### src/rtl/pipe_ctrl.sv
// Pipeline control for the 3-stage RV32I core: load-use stalls, EX-resolved
// redirects with multi-cycle flush, and freezing the front end for multicycle EX ops.
module pipe_ctrl #(
   parameter int MC_LAT    = 4,
   parameter int FLUSH_CYC = 1
) (
   input  logic        clk,
   input  logic        rst_n,
   input  logic [4:0]  id_rs1_addr,
   input  logic [4:0]  id_rs2_addr,
   input  logic [4:0]  ex_rd_addr,
   input  logic        ex_rd_wen,
   input  logic        ex_is_load,
   input  logic        ex_jump_en,
   input  logic [31:0] ex_jump_addr,
   input  logic        ex_mc_start,
   output logic        jump_en_o,
   output logic [31:0] jump_addr_o,
   output logic        hold_pc,
   output logic        hold_if_id,
   output logic        hold_id_ex,
   output logic        flush_if_id,
   output logic        flush_id_ex,
   output logic        mc_done,
   output logic [1:0]  state_o
);

   localparam logic [1:0] RUN     = 2'd0;
   localparam logic [1:0] FLUSH   = 2'd1;
   localparam logic [1:0] MC_WAIT = 2'd2;

   localparam logic [3:0] FLUSH_INIT = 4'(FLUSH_CYC - 1);
   localparam logic [3:0] MC_INIT    = 4'(MC_LAT - 2);

   logic [1:0] state, state_nxt;
   logic [3:0] flush_cnt, flush_cnt_nxt;
   logic [3:0] mc_cnt, mc_cnt_nxt;
   logic       load_use;

   // x0 is hardwired zero, so a load targeting it can never feed a dependent op
   assign load_use = ex_is_load & ex_rd_wen & (ex_rd_addr != 5'd0) &
                     ((ex_rd_addr == id_rs1_addr) | (ex_rd_addr == id_rs2_addr));

   always_ff @(posedge clk or negedge rst_n) begin
      if (!rst_n) begin
         state     <= RUN;
         flush_cnt <= 4'd0;
         mc_cnt    <= 4'd0;
      end else begin
         state     <= state_nxt;
         flush_cnt <= flush_cnt_nxt;
         mc_cnt    <= mc_cnt_nxt;
      end
   end

   always_comb begin
      state_nxt     = state;
      flush_cnt_nxt = flush_cnt;
      mc_cnt_nxt    = mc_cnt;
      case (state)
         RUN: begin
            if (ex_jump_en) begin
               if (FLUSH_CYC > 1) begin
                  state_nxt     = FLUSH;
                  flush_cnt_nxt = FLUSH_INIT;
               end
            end else if (ex_mc_start) begin
               state_nxt  = MC_WAIT;
               mc_cnt_nxt = MC_INIT;
            end
         end
         FLUSH: begin
            if (ex_jump_en) begin
               flush_cnt_nxt = FLUSH_INIT;
            end else begin
               flush_cnt_nxt = flush_cnt - 4'd1;
               if (flush_cnt == 4'd1) state_nxt = RUN;
            end
         end
         MC_WAIT: begin
            if (mc_cnt == 4'd0) state_nxt = RUN;
            else                mc_cnt_nxt = mc_cnt - 4'd1;
         end
         default: begin
            state_nxt     = RUN;
            flush_cnt_nxt = 4'd0;
            mc_cnt_nxt    = 4'd0;
         end
      endcase
   end

   // Strobes are gated by rst_n so a mid-sequence reset drops them without waiting for a clock
   always_comb begin
      jump_en_o   = 1'b0;
      jump_addr_o = 32'd0;
      hold_pc     = 1'b0;
      hold_if_id  = 1'b0;
      hold_id_ex  = 1'b0;
      flush_if_id = 1'b0;
      flush_id_ex = 1'b0;
      mc_done     = 1'b0;
      if (rst_n) begin
         case (state)
            RUN: begin
               if (ex_jump_en) begin
                  jump_en_o   = 1'b1;
                  jump_addr_o = ex_jump_addr;
                  flush_if_id = 1'b1;
                  flush_id_ex = 1'b1;
               end else if (ex_mc_start) begin
                  hold_pc    = 1'b1;
                  hold_if_id = 1'b1;
                  hold_id_ex = 1'b1;
               end else if (load_use) begin
                  hold_pc     = 1'b1;
                  hold_if_id  = 1'b1;
                  flush_id_ex = 1'b1;
               end
            end
            FLUSH: begin
               flush_if_id = 1'b1;
               flush_id_ex = 1'b1;
               if (ex_jump_en) begin
                  jump_en_o   = 1'b1;
                  jump_addr_o = ex_jump_addr;
               end
            end
            MC_WAIT: begin
               if (mc_cnt == 4'd0) begin
                  mc_done = 1'b1;
               end else begin
                  hold_pc    = 1'b1;
                  hold_if_id = 1'b1;
                  hold_id_ex = 1'b1;
               end
            end
            default: ;
         endcase
      end
   end

   assign state_o = state;

endmodule
### config.mk
export PLATFORM = sky130hd
export DESIGN_NAME = pipe_ctrl
export DESIGN_NICKNAME = d
export VERILOG_FILES = /design/src/rtl/pipe_ctrl.sv
export SDC_FILE = /design/constraint.sdc
export NUM_CORES = 1
export LEC_CHECK = 0
export CAP_MARGIN = 10
export CORE_ASPECT_RATIO = 2
export CORE_MARGIN = 2
export CORE_UTILIZATION = 25
export DETAILED_ROUTE_END_ITERATION = 6
export GPL_ROUTABILITY_DRIVEN = 0
export PLACE_DENSITY = 0.91
export REMOVE_ABC_BUFFERS = 1
export SETUP_SLACK_MARGIN = 0.02
export SLEW_MARGIN = 20
export SYNTH_ARGS = -nofsm -noshare
export SYNTH_HDL_FRONTEND = slang
export SYNTH_SLANG_ARGS = --single-unit
### constraint.sdc
create_clock -name clk -period 2.9 [get_ports clk]
set_clock_uncertainty 0.15 [all_clocks]
set_input_delay 0.58 -clock clk [delete_from_list [all_inputs] [get_ports clk]]
set_output_delay 0.58 -clock clk [all_outputs]
set_load 0.02 [all_outputs]
# Yosys cells after proc, flatten, opt, wreduce, memory -nomap -nowiden
# Index checks and enable logic that the tools add are counted.
[word_totals]
elab_cells = 65
regBits = 10
inputBits = 53
[classes]
bitwise = 5
n_mux = 37
n_reduce_logical = 7
n_addsub = 2
n_eq_ne = 11
[op_table]
columns = ["op", "n"]
rows = [
  ["2-to-1 mux 32 bit", 3],
  ["2-to-1 mux 1 bit", 18],
  ["2-to-1 mux 4 bit", 4],
  ["inequality test 2 bit (second input constant)", 6],
  ["one-hot mux 4 bit (3 select lines)", 1],
  ["== test 5 bit", 2],
  ["2-to-1 mux 2 bit", 5],
  ["one-hot mux 1 bit (2 select lines)", 4],
  ["one-hot mux 4 bit (2 select lines)", 1],
  ["subtractor 4 x 1 -> 4 bit (second input constant)", 2],
  ["one-hot mux 2 bit (3 select lines)", 1],
  ["AND reduction 5 bit", 1],
  ["nonzero test 5 bit", 1],
  ["== test 4 x 1 -> 1 bit (second input constant)", 1],
  ["zero test 4 bit", 1],
  ["AND reduction 4 bit", 1],
  ["OR reduction 2 bit", 2],
  ["bitwise AND 1 bit", 3],
  ["== test 2 x 1 -> 1 bit (second input constant)", 1],
  ["== test 2 bit (second input constant)", 1],
  ["zero test 2 bit", 1],
  ["inverter 1 bit", 1],
  ["bitwise OR 1 bit", 1],
]

# Depth between registers and ports, before layout
# Gate-level depths: netlist (run 1).
[logic_depth]
word_depth = 8
ltp_mapped = 7
ltp_nobuf = 6

# Worst setup path before layout (run 1)
# OpenSTA, ideal clock, no wires.
[synth_path]
kind = "input port to output port"
start = "in ex_rd_addr[2]"
end = "out hold_pc"
stages = 5
t_arrival_ns = 2.146
setup_slack_ns = 0.024
path_buffers = 1
t_required_ns = 2.170
path_cell_list = "xor2_1 > nor3_2 > a22oi_1 > o41ai_1 > buf_4"
[synth_via]
elab_chain_cells = 8
word_cells_on_any_way = 11
cone_classes = "eq/ne (2); mux (5); bitwise (3); reduce/logical (1)"
[synth_rtl]
columns = ["element", "line", "source"]
rows = [
  ["start, declared", "11", "input logic [4:0] ex_rd_addr,"],
  ["== test 5 bit / nonzero test 5 bit (equally long branches)", "42, 41", ""],
  ["bitwise OR 1 bit / bitwise AND 1 bit (equally long branches)", "42, 41", ""],
  ["bitwise AND 1 bit (*)", "41", "assign load_use = ex_is_load & ex_rd_wen & (ex_rd_addr != 5'd0) &"],
  ["2-to-1 mux 1 bit (*) (3 in a row)", "-", ""],
  ["one-hot mux 1 bit (2 select lines) (*)", "-", ""],
  ["2-to-1 mux 1 bit (*)", "-", ""],
  ["end, declared", "19", "output logic hold_pc,"],
]
# Mark *: on every way between the ends. The rest lies on a longest branch, timed or not.

# Worst setup path after layout (run 1)
[layout_path]
start = "in rst_n"
end = "out hold_id_ex"
[layout_via]
elab_chain_cells = 1
[layout_rtl]
columns = ["element", "line", "source"]
rows = [
  ["start, declared", "8", "input logic rst_n,"],
  ["2-to-1 mux 1 bit", "102", "if (rst_n) begin"],
  ["end, declared", "21", "output logic hold_id_ex,"],
]
# Every way passes these cells.

==> metrics.md, run 1 <==
| Metric | Value |
|---|---|
| Status | `completed` |
| WL met2 | `1.88 mm` |
| Combinational power share | `65.7%` |
| R2R Setup Slk | `1.14 ns` |
| Critical path's largest stage delay | `0.59 ns` |
| Worst skew pair latency | `0.22 ns` |
| Sw Share | `43.7%` |
| Antenna cell count | `0` |
| Fin. Hold Viols | `0` |
| Core area | `2740 um2` |
| Post-route minimum period | `2.84 ns` |
| Pwr dens | `468 nW/um2` |
| Final wirelength | `3.28 mm` |
| Worst hold-check slack | `0.451 ns` |
| GRT Overall Usage | `18.6%` |
| Final Setup Violations | `0` |
| Yosys warns | `0` |
| Leak | `1.05 nW` |
| Worst R2R End | `mc_cnt[2]` |
| Largest area contributor in the netlist | `and3_1` |
| Total CTS buffers | `3` |
| I/O Buffers | `92` |
| Min-Delay Path Class | `flop to flop` |
| WHS Path Cells | `1` |
| Synth area leaders | `and3_1 (28%), dfrtp_1 (17%), xor2_1 (12%)` |
| Synthesized cell area | `722 um2` |
| RSZ-0062 raised after global routing | `true` |
| Worst-path clk slew | `0.04 ns` |
| Die Wd | `42 um` |
| Psw | `356 uW` |
| Antenna Violating Nets Remaining | `0` |
| Clock share of power | `16.0%` |
| WP data arrival | `2.11 ns` |
| CP most frequent cell | `clkdlybuf4s50_1` |
| Commonest non-fill, non-tap cell in the layout | `clkdlybuf4s50_1` |
| Critical Path RT | `2.17 ns` |
| Max frequency | `0.353 GHz` |
| DR top layer | `met4` |
| Area grow syn2layout | `141%` |
| First drt pass iteration count | `4` |
| GRT Residual Overflow | `0` |
| Initial antenna violation count | `0` |
| CTS root buffer | `clkbuf_8` |
| Internal | `458 uW` |
| Vias in the first global route | `1,153` |
| Max cap viols | `0` |
| Final worst path period share | `97.8%` |
| Crit-path cells | `clkdlybuf4s50_1, buf_4, nand2_1, inv_1, clkdlybuf4s50_1` |
| Max stage delay cell, worst path | `clkdlybuf4s50_1` |
| Number of vias per cell | `5.04` |
| Final core utilization | `63.6%` |
| Commonest non-fill, non-tap cells in the layout | `clkdlybuf4s50_1 (50), dlygate4sd2_1 (33), and3_1 (32), xor2_1 (10), buf_4 (10)` |
| Total Power | `814 uW` |
| H-tree levels | `1` |
| Placed inst area | `1710 um2` |
| Synth Register Bits | `5` |
| Clock Sinks | `5` |
| Io pins | `94` |
| Final Cell Area | `1740 um2` |
| Die height | `80.0 um` |
| Rows | `27` |
| Synthesized instance count | `94` |
| Hold Path Origin | `mc_cnt[2]` |
| Critical R2R Launch | `mc_cnt[0]` |
| Worst Reg-to-Reg Cells | `7` |
| Cell variety after synth | `29` |
| WL/cell | `14.8 um` |
| Nets | `248` |
| Worst Path Class, Setup | `input pin to output pin` |
| Hold Buf Count CTS | `0` |
| Initial Utilization | `26.4%` |
| Slew Viols, Final | `0` |
| Dpl hpwl | `2.64 mm` |
| CTS tree | `yes` |
| Die area | `3360 um2` |
| Hold path endpoint | `mc_cnt[2]` |
| Layout cell share with drive strength beyond 1 | `13.5%` |
| Post-synth top area share | `27.7%` |
| Flop pwr share | `18.2%` |
| DR vias | `1,113` |
| Iter 0 DRT Violations | `41` |
| Register area share after synthesis | `17.3%` |
| CP Launch Type | `input pin` |
| Longest Clk Path Bufs | `2` |
| Residual DRC | `0` |
| Type of destination of the critical path | `output pin` |
| Crit-path max FO | `9` |
| Routed metal-1 wirelength | `1.09 mm` |
| Max IR drop VDD | `0.386 mV` |
| Largest net degree at the start of global routing | `32` |
| Global-route wire length before repair | `4.93 mm` |
| Met3 WL | `235 um` |
| Mean post-synth cell area | `7.68 um2` |
final cells by class:
type                    instances  area (um2)
repair buffers                103         966
clock buffers                   4        45.0
multi-input cells              74         544
flip-flops and latches          5         125
inverters                       6        22.5
fillers                       246         997
well taps                      29        36.3
worst max-delay path by stage:
stage                 endpoint          start  slack, ns
floorplan           hold_if_id  ex_rd_addr[2]      -0.20
global placement       hold_pc  ex_rd_addr[2]      -0.42
detailed placement  hold_if_id  ex_rd_addr[2]      -0.46
CTS                 hold_if_id  ex_rd_addr[3]      -0.16
global route        hold_id_ex          rst_n      0.003
finish              hold_id_ex          rst_n       0.06
repair_timing:
item,in CTS,in global routing
resized for setup,44,15
gates cloned,1,0
setup endpoints to repair,37,19
buffers inserted,0,0
pin swaps,0,1
power by group through the flow:
stage | Clock, mW | Sequential, mW | Combinational (mW)
detailed placement | 0 | 0.144 | 0.549
finish | 0.131 | 0.149 | 0.535
floorplan | 0 | 0.139 | 0.275
global placement | 0 | 0.138 | 0.530
CTS | 0.130 | 0.145 | 0.532
global route | 0.133 | 0.150 | 0.573
cell families (layout without fill, tap and decap cells):
logic type / after synthesis / in the layout / share of synthesized area (%)
flops: 5 / 5 / 17.3
other cells: 1 / 1 / 0.519
fa+ha+maj: 2 / 2 / 3.47
compound gates: 11 / 11 / 13.0
simple gates: 50 / 50 / 44.2
xor+xnor: 10 / 10 / 12.1
buf+inv: 15 / 113 / 9.36
metrics by stage:
step	TNS [ns]	std cells	setup slack (ns)
floorplan	-0.401	85	-0.200
finish	0	221	0.0642
global route	0	221	0.00325
detailed placement	-6.53	216	-0.463
global placement	-5.72	216	-0.416
CTS	-0.451	221	-0.157
Yosys cell counts:
library cell  count
nand2b_1          1
nor4_1            1
nand2_1           1
o22ai_1           1
a22oi_1           1
xor2_1           10
or4_4             1
and4bb_4          1
a32o_1            1
o41ai_1           2
inv_2             1
ha_1              2
o21ai_1           2
dfrtp_1           5
nor2b_1           2
a31oi_1           1
and3_1           32
o2111ai_2         1
buf_4             3
clkbuf_1          6
nor3_1            1
nor2_1            4
nand3_1           2
conb_1            1
nor3_2            2
a21oi_4           1
and2_1            2
inv_1             5
a21oi_1           1
critical path: cells and delay by family:
| kind | cells | cell delay (ns) |
|---|---|---|
| and+or+nand+nor | 1 | 0.09 |
| buffers and inverters | 4 | 1.43 |
registers in the layout, indices dropped and copies added (netlist names):
signal and flops:
mc_cnt 4, state_o 1
layer usage:
metal	GRT usage, %	vias up
met5	0	-
met4	7.74	0
met3	3.39	8
met2	37.5	71
met1	17.4	508
li1	-	526
Note: power is estimated with default switching activity, not from simulation.
==> run 2, diff against run 1 <==
--- a/config.mk
+++ b/config.mk
@@ -5,13 +5,14 @@
 export SDC_FILE = /design/constraint.sdc
 export NUM_CORES = 1
 export LEC_CHECK = 0
+export ABC_AREA = 1
 export CAP_MARGIN = 10
 export CORE_ASPECT_RATIO = 2
 export CORE_MARGIN = 2
 export CORE_UTILIZATION = 25
 export DETAILED_ROUTE_END_ITERATION = 6
 export GPL_ROUTABILITY_DRIVEN = 0
-export PLACE_DENSITY = 0.91
+export PLACE_DENSITY = 0.85
 export REMOVE_ABC_BUFFERS = 1
 export SETUP_SLACK_MARGIN = 0.02
 export SLEW_MARGIN = 20
==> run 2 against run 1 <==
Effect of this change:
- critical path depth did not move
- synthesized area is 16% higher
- core utilization fell by 7.0 points
- clock-buffer cell count shrank 1
- maximum frequency increased by 2.3%
- global-route usage down 3.8 points
==> metrics.md, run 2 <==
| Metric | Value |
|---|---|
| R2R Setup Slk | `1.37 ns (+0.23 ns)` |
| Commonest non-fill, non-tap cells in the layout | `clkdlybuf4s50_1 (56), inv_1 (51), nor2_1 (45), dlygate4sd2_1 (32), nand2_1 (28)` |
| Initial antenna violation count | `0 (unchanged)` |
| Antenna Violating Nets Remaining | `0 (unchanged)` |
| Nets | `317 (+28%)` |
| Status | `completed` |
| Die area | `3860 um2 (+15%)` |
| Critical Path RT | `2.17 ns (about the same)` |
| Place WS | `-0.139 ns (+0.325 ns)` |
| H-tree levels | `1 (unchanged)` |
| Most common cell in the netlist | `inv_1` |
| Initial Utilization | `26.2% (-0.17 points)` |
| Final cell count without fillers | `292 (+32%)` |
| Synth Register Bits | `5 (unchanged)` |
| Worst Reg-to-Reg Cells | `8 (+1)` |
| Cell variety after synth | `23 (-21%)` |
| GRT Residual Overflow | `0 (unchanged)` |
| Max stage delay cell, worst path | `clkdlybuf4s50_1` |
| Register area share after synthesis | `14.9% (-2.4 points)` |
| WL/cell | `10.1 um (-32%)` |
| Largest Register | `mc_cnt` |
| Critical R2R Launch | `mc_cnt[0]` |
| CTS tree | `yes` |
| Largest register FFs | `4 (unchanged)` |
| Final Setup Violations | `0 (unchanged)` |
| Largest net degree at the start of global routing | `34 (+6.3%)` |
| Yosys warns | `0 (unchanged)` |
| Die height | `85.8 um (+7.3%)` |
| Area grow syn2layout | `116%` |
| I/O Buffers | `92 (unchanged)` |
| Min-Delay Path Class | `flop to flop` |
| Synth cell count leaders | `inv_1 (51), nor2_1 (45), nand2_1 (28), nand3_1 (6), dfrtp_1 (5)` |
| Residual DRC | `0 (unchanged)` |
| Antenna cell count | `0 (unchanged)` |
| Io pins | `94 (unchanged)` |
| Global-route wire length before repair | `4.55 mm (-7.8%)` |
| Synthesized cell area | `837 um2 (+16%)` |
| Post-synth top area share | `22.9% (-4.9 points)` |
| Rows | `29 (+7.4%)` |
| Clock Sinks | `5 (unchanged)` |
| Mean post-synth cell area | `5.14 um2 (-33%)` |
| Layout cell share with drive strength beyond 1 | `8.05% (-5.5 points)` |
| Placed Cells | `288 (+33%)` |
| Number of vias per cell | `4.20 (-17%)` |
| Synth area leaders | `inv_1 (23%), nor2_1 (20%), dfrtp_1 (15%)` |
| Iter 0 DRT Violations | `14 (-66%)` |
| Longest Clk Path Bufs | `2 (unchanged)` |
| Type of destination of the critical path | `output pin` |
| Worst skew pair latency | `0.22 ns (about the same)` |
| Synthesized instance count | `163 (+73%)` |
| Crit-path cells | `clkdlybuf4s50_1, inv_1, nor2_2, buf_4, clkdlybuf4s50_1` |
| Post-route minimum period | `2.77 ns (-0.0634 ns)` |
| Reg area | `125 um2 (unchanged)` |
| Worst-path clk slew | `0.04 ns (about the same)` |
| Largest area contributor in the netlist | `inv_1` |
| Worst Path Class, Setup | `input pin to output pin` |
| Final wirelength | `2.95 mm (-9.8%)` |
| Post-synth EDFFs | `0 (unchanged)` |
| Worst hold-check slack | `0.427 ns (-0.0247 ns)` |
| Ys async rst share | `100% (unchanged)` |
| Total Power | `783 uW (-3.8%)` |
| Hold Buf Count CTS | `0 (unchanged)` |
| Leak | `1.15 nW (+9.8%)` |
| Vias in the first global route | `1,157 (+0.35%)` |
| Core area | `3190 um2 (+17%)` |
| Top FF cell, synth | `dfrtp_1` |
| Flop pwr share | `16.6% (-1.6 points)` |
| FILL cells | `310 (+26%)` |
| Crit-path max FO | `2 (-7)` |
| Sw Share | `44.1% (+0.43 points)` |
| WP data arrival | `2.04 ns (-0.07 ns)` |
| Worst R2R End | `mc_cnt[3]` |
| Combinational power share | `67.4% (+1.7 points)` |
| CP most frequent cell | `clkdlybuf4s50_1` |
| Fin. Hold Viols | `0 (unchanged)` |
| Critical Path End | `jump_en_o` |
| CP Launch Type | `input pin` |
| Max frequency | `0.361 GHz (+2.3%)` |
| RSZ-0062 raised after global routing | `false` |
| Internal | `438 uW (-4.5%)` |
| Dpl hpwl | `2.54 mm (-3.8%)` |
| Die Wd | `44.9 um (+6.9%)` |
| Setup crit start | `rst_n` |
| Pwr dens | `434 nW/um2 (-7.4%)` |
| CTS root buffer | `clkbuf_8` |
| Clock share of power | `16.0% (about the same)` |
| GRT Overall Usage | `14.8% (-3.8 points)` |
| Psw | `346 uW (-2.9%)` |
| Multi-input logic area | `450 um2 (-17%)` |
| Critical path's largest stage delay | `0.59 ns (about the same)` |
| Setup ws final | `0.128 ns (+0.0634 ns)` |
| First drt pass iteration count | `4 (unchanged)` |
| # Post-CTS Setup Buffers | `0 (unchanged)` |
| WHS Path Cells | `2 (+1)` |
| Total CTS buffers | `3 (unchanged)` |
| DR vias | `1,227 (+10%)` |
| Slew Viols, Final | `0 (unchanged)` |
| Max IR drop VDD | `0.492 mV (+27%)` |
| Commonest non-fill, non-tap cell in the layout | `clkdlybuf4s50_1` |
| Final worst path period share | `95.6% (-2.2 points)` |
| Max cap viols | `0 (unchanged)` |
[run 2: cell count changes in the layout (fill, tap and decap cells not counted), sizes merged, moves of 3 or more]
cell           previous run  this run
inv                       6        54
nor2                      4        46
and3                     32         0
nand2                     1        29
xor2                     10         0
clkdlybuf4s50            50        56
nand3                     2         8
buf                      13         8
dlymetal6s2s              6         1
xnor2                     0         3
[run 2: area by class of cell]
type	instances	share of cell area [%]
Multi-Input combinational cell	98	24.9
Clock buffer	3	2.29
Inverter	54	11.5
Clock inverter	1	0.277
Tap cell	31	2.15
Sequential cell	5	6.93
Timing Repair Buffer	100	51.9
[run 2: power by group through the flow]
stage,clock [mW],sequential [mW],combinational [mW]
finish,0.125,0.130,0.528
global route,0.135,0.131,0.581
CTS,0.129,0.128,0.533
detailed placement,0,0.129,0.560
global placement,0,0.128,0.550
floorplan,0,0.139,0.278
[run 2: per-stage QoR]
step	utilization (%)	area (um2)	TNS (ns)
2_1_floorplan	-	781	0
3_3_place_gp	56.4	1800	-2.66
3_5_place_dp	56.4	1800	-3.41
4_1_cts	56.5	1810	0
5_1_grt	56.6	1810	0
6_report	56.6	1810	0
[run 2: worst min-delay path by stage]
stage	start	to	slack, ns
3_5_place_dp	mc_cnt[2]	mc_cnt[2]	0.41
6_report	mc_cnt[1]	mc_cnt[1]	0.43
4_1_cts	mc_cnt[2]	mc_cnt[2]	0.42
5_1_grt	mc_cnt[3]	mc_cnt[3]	0.45
3_3_place_gp	mc_cnt[2]	mc_cnt[2]	0.40
2_1_floorplan	rst_n	mc_cnt[0]	0.13
[run 2: cells by family (layout without fill, tap and decap cells)]
group | Yosys count | after routing | share of synthesized area, %
adder cells (fa/ha/maj) | 2 | 2 | 2.99
AO/OA/AOI/OAI | 6 | 6 | 4.48
AND/OR/NAND/NOR | 86 | 86 | 42.8
XOR/XNOR | 3 | 3 | 3.14
other | 1 | 1 | 0.448
buffers and inverters | 60 | 158 | 31.2
flip-flops | 5 | 5 | 14.9
[run 2: critical path: cells and delay by family]
family	cells	cell delay (ns)
buffers and inverters	4	1.28
AND/OR/NAND/NOR	1	0.17
[run 2: repair_timing]
| item | 4_1_cts | 5_1_grt |
|---|---|---|
| endpoints found under the setup margin | 35 | 4 |
| endpoints found under the hold margin | 0 | 0 |
| gates resized for setup | 36 | 5 |
[run 2: routing by layer]
layer / up-vias / global-route usage, % / share of wire [%]
met1: 520 / 14.0 / 33
met3: 4 / 1.89 / 8.3
met4: 0 / 4.01 / 1.3
met2: 56 / 30.4 / 57
met5: - / 0 / 0
li1: 647 / - / -
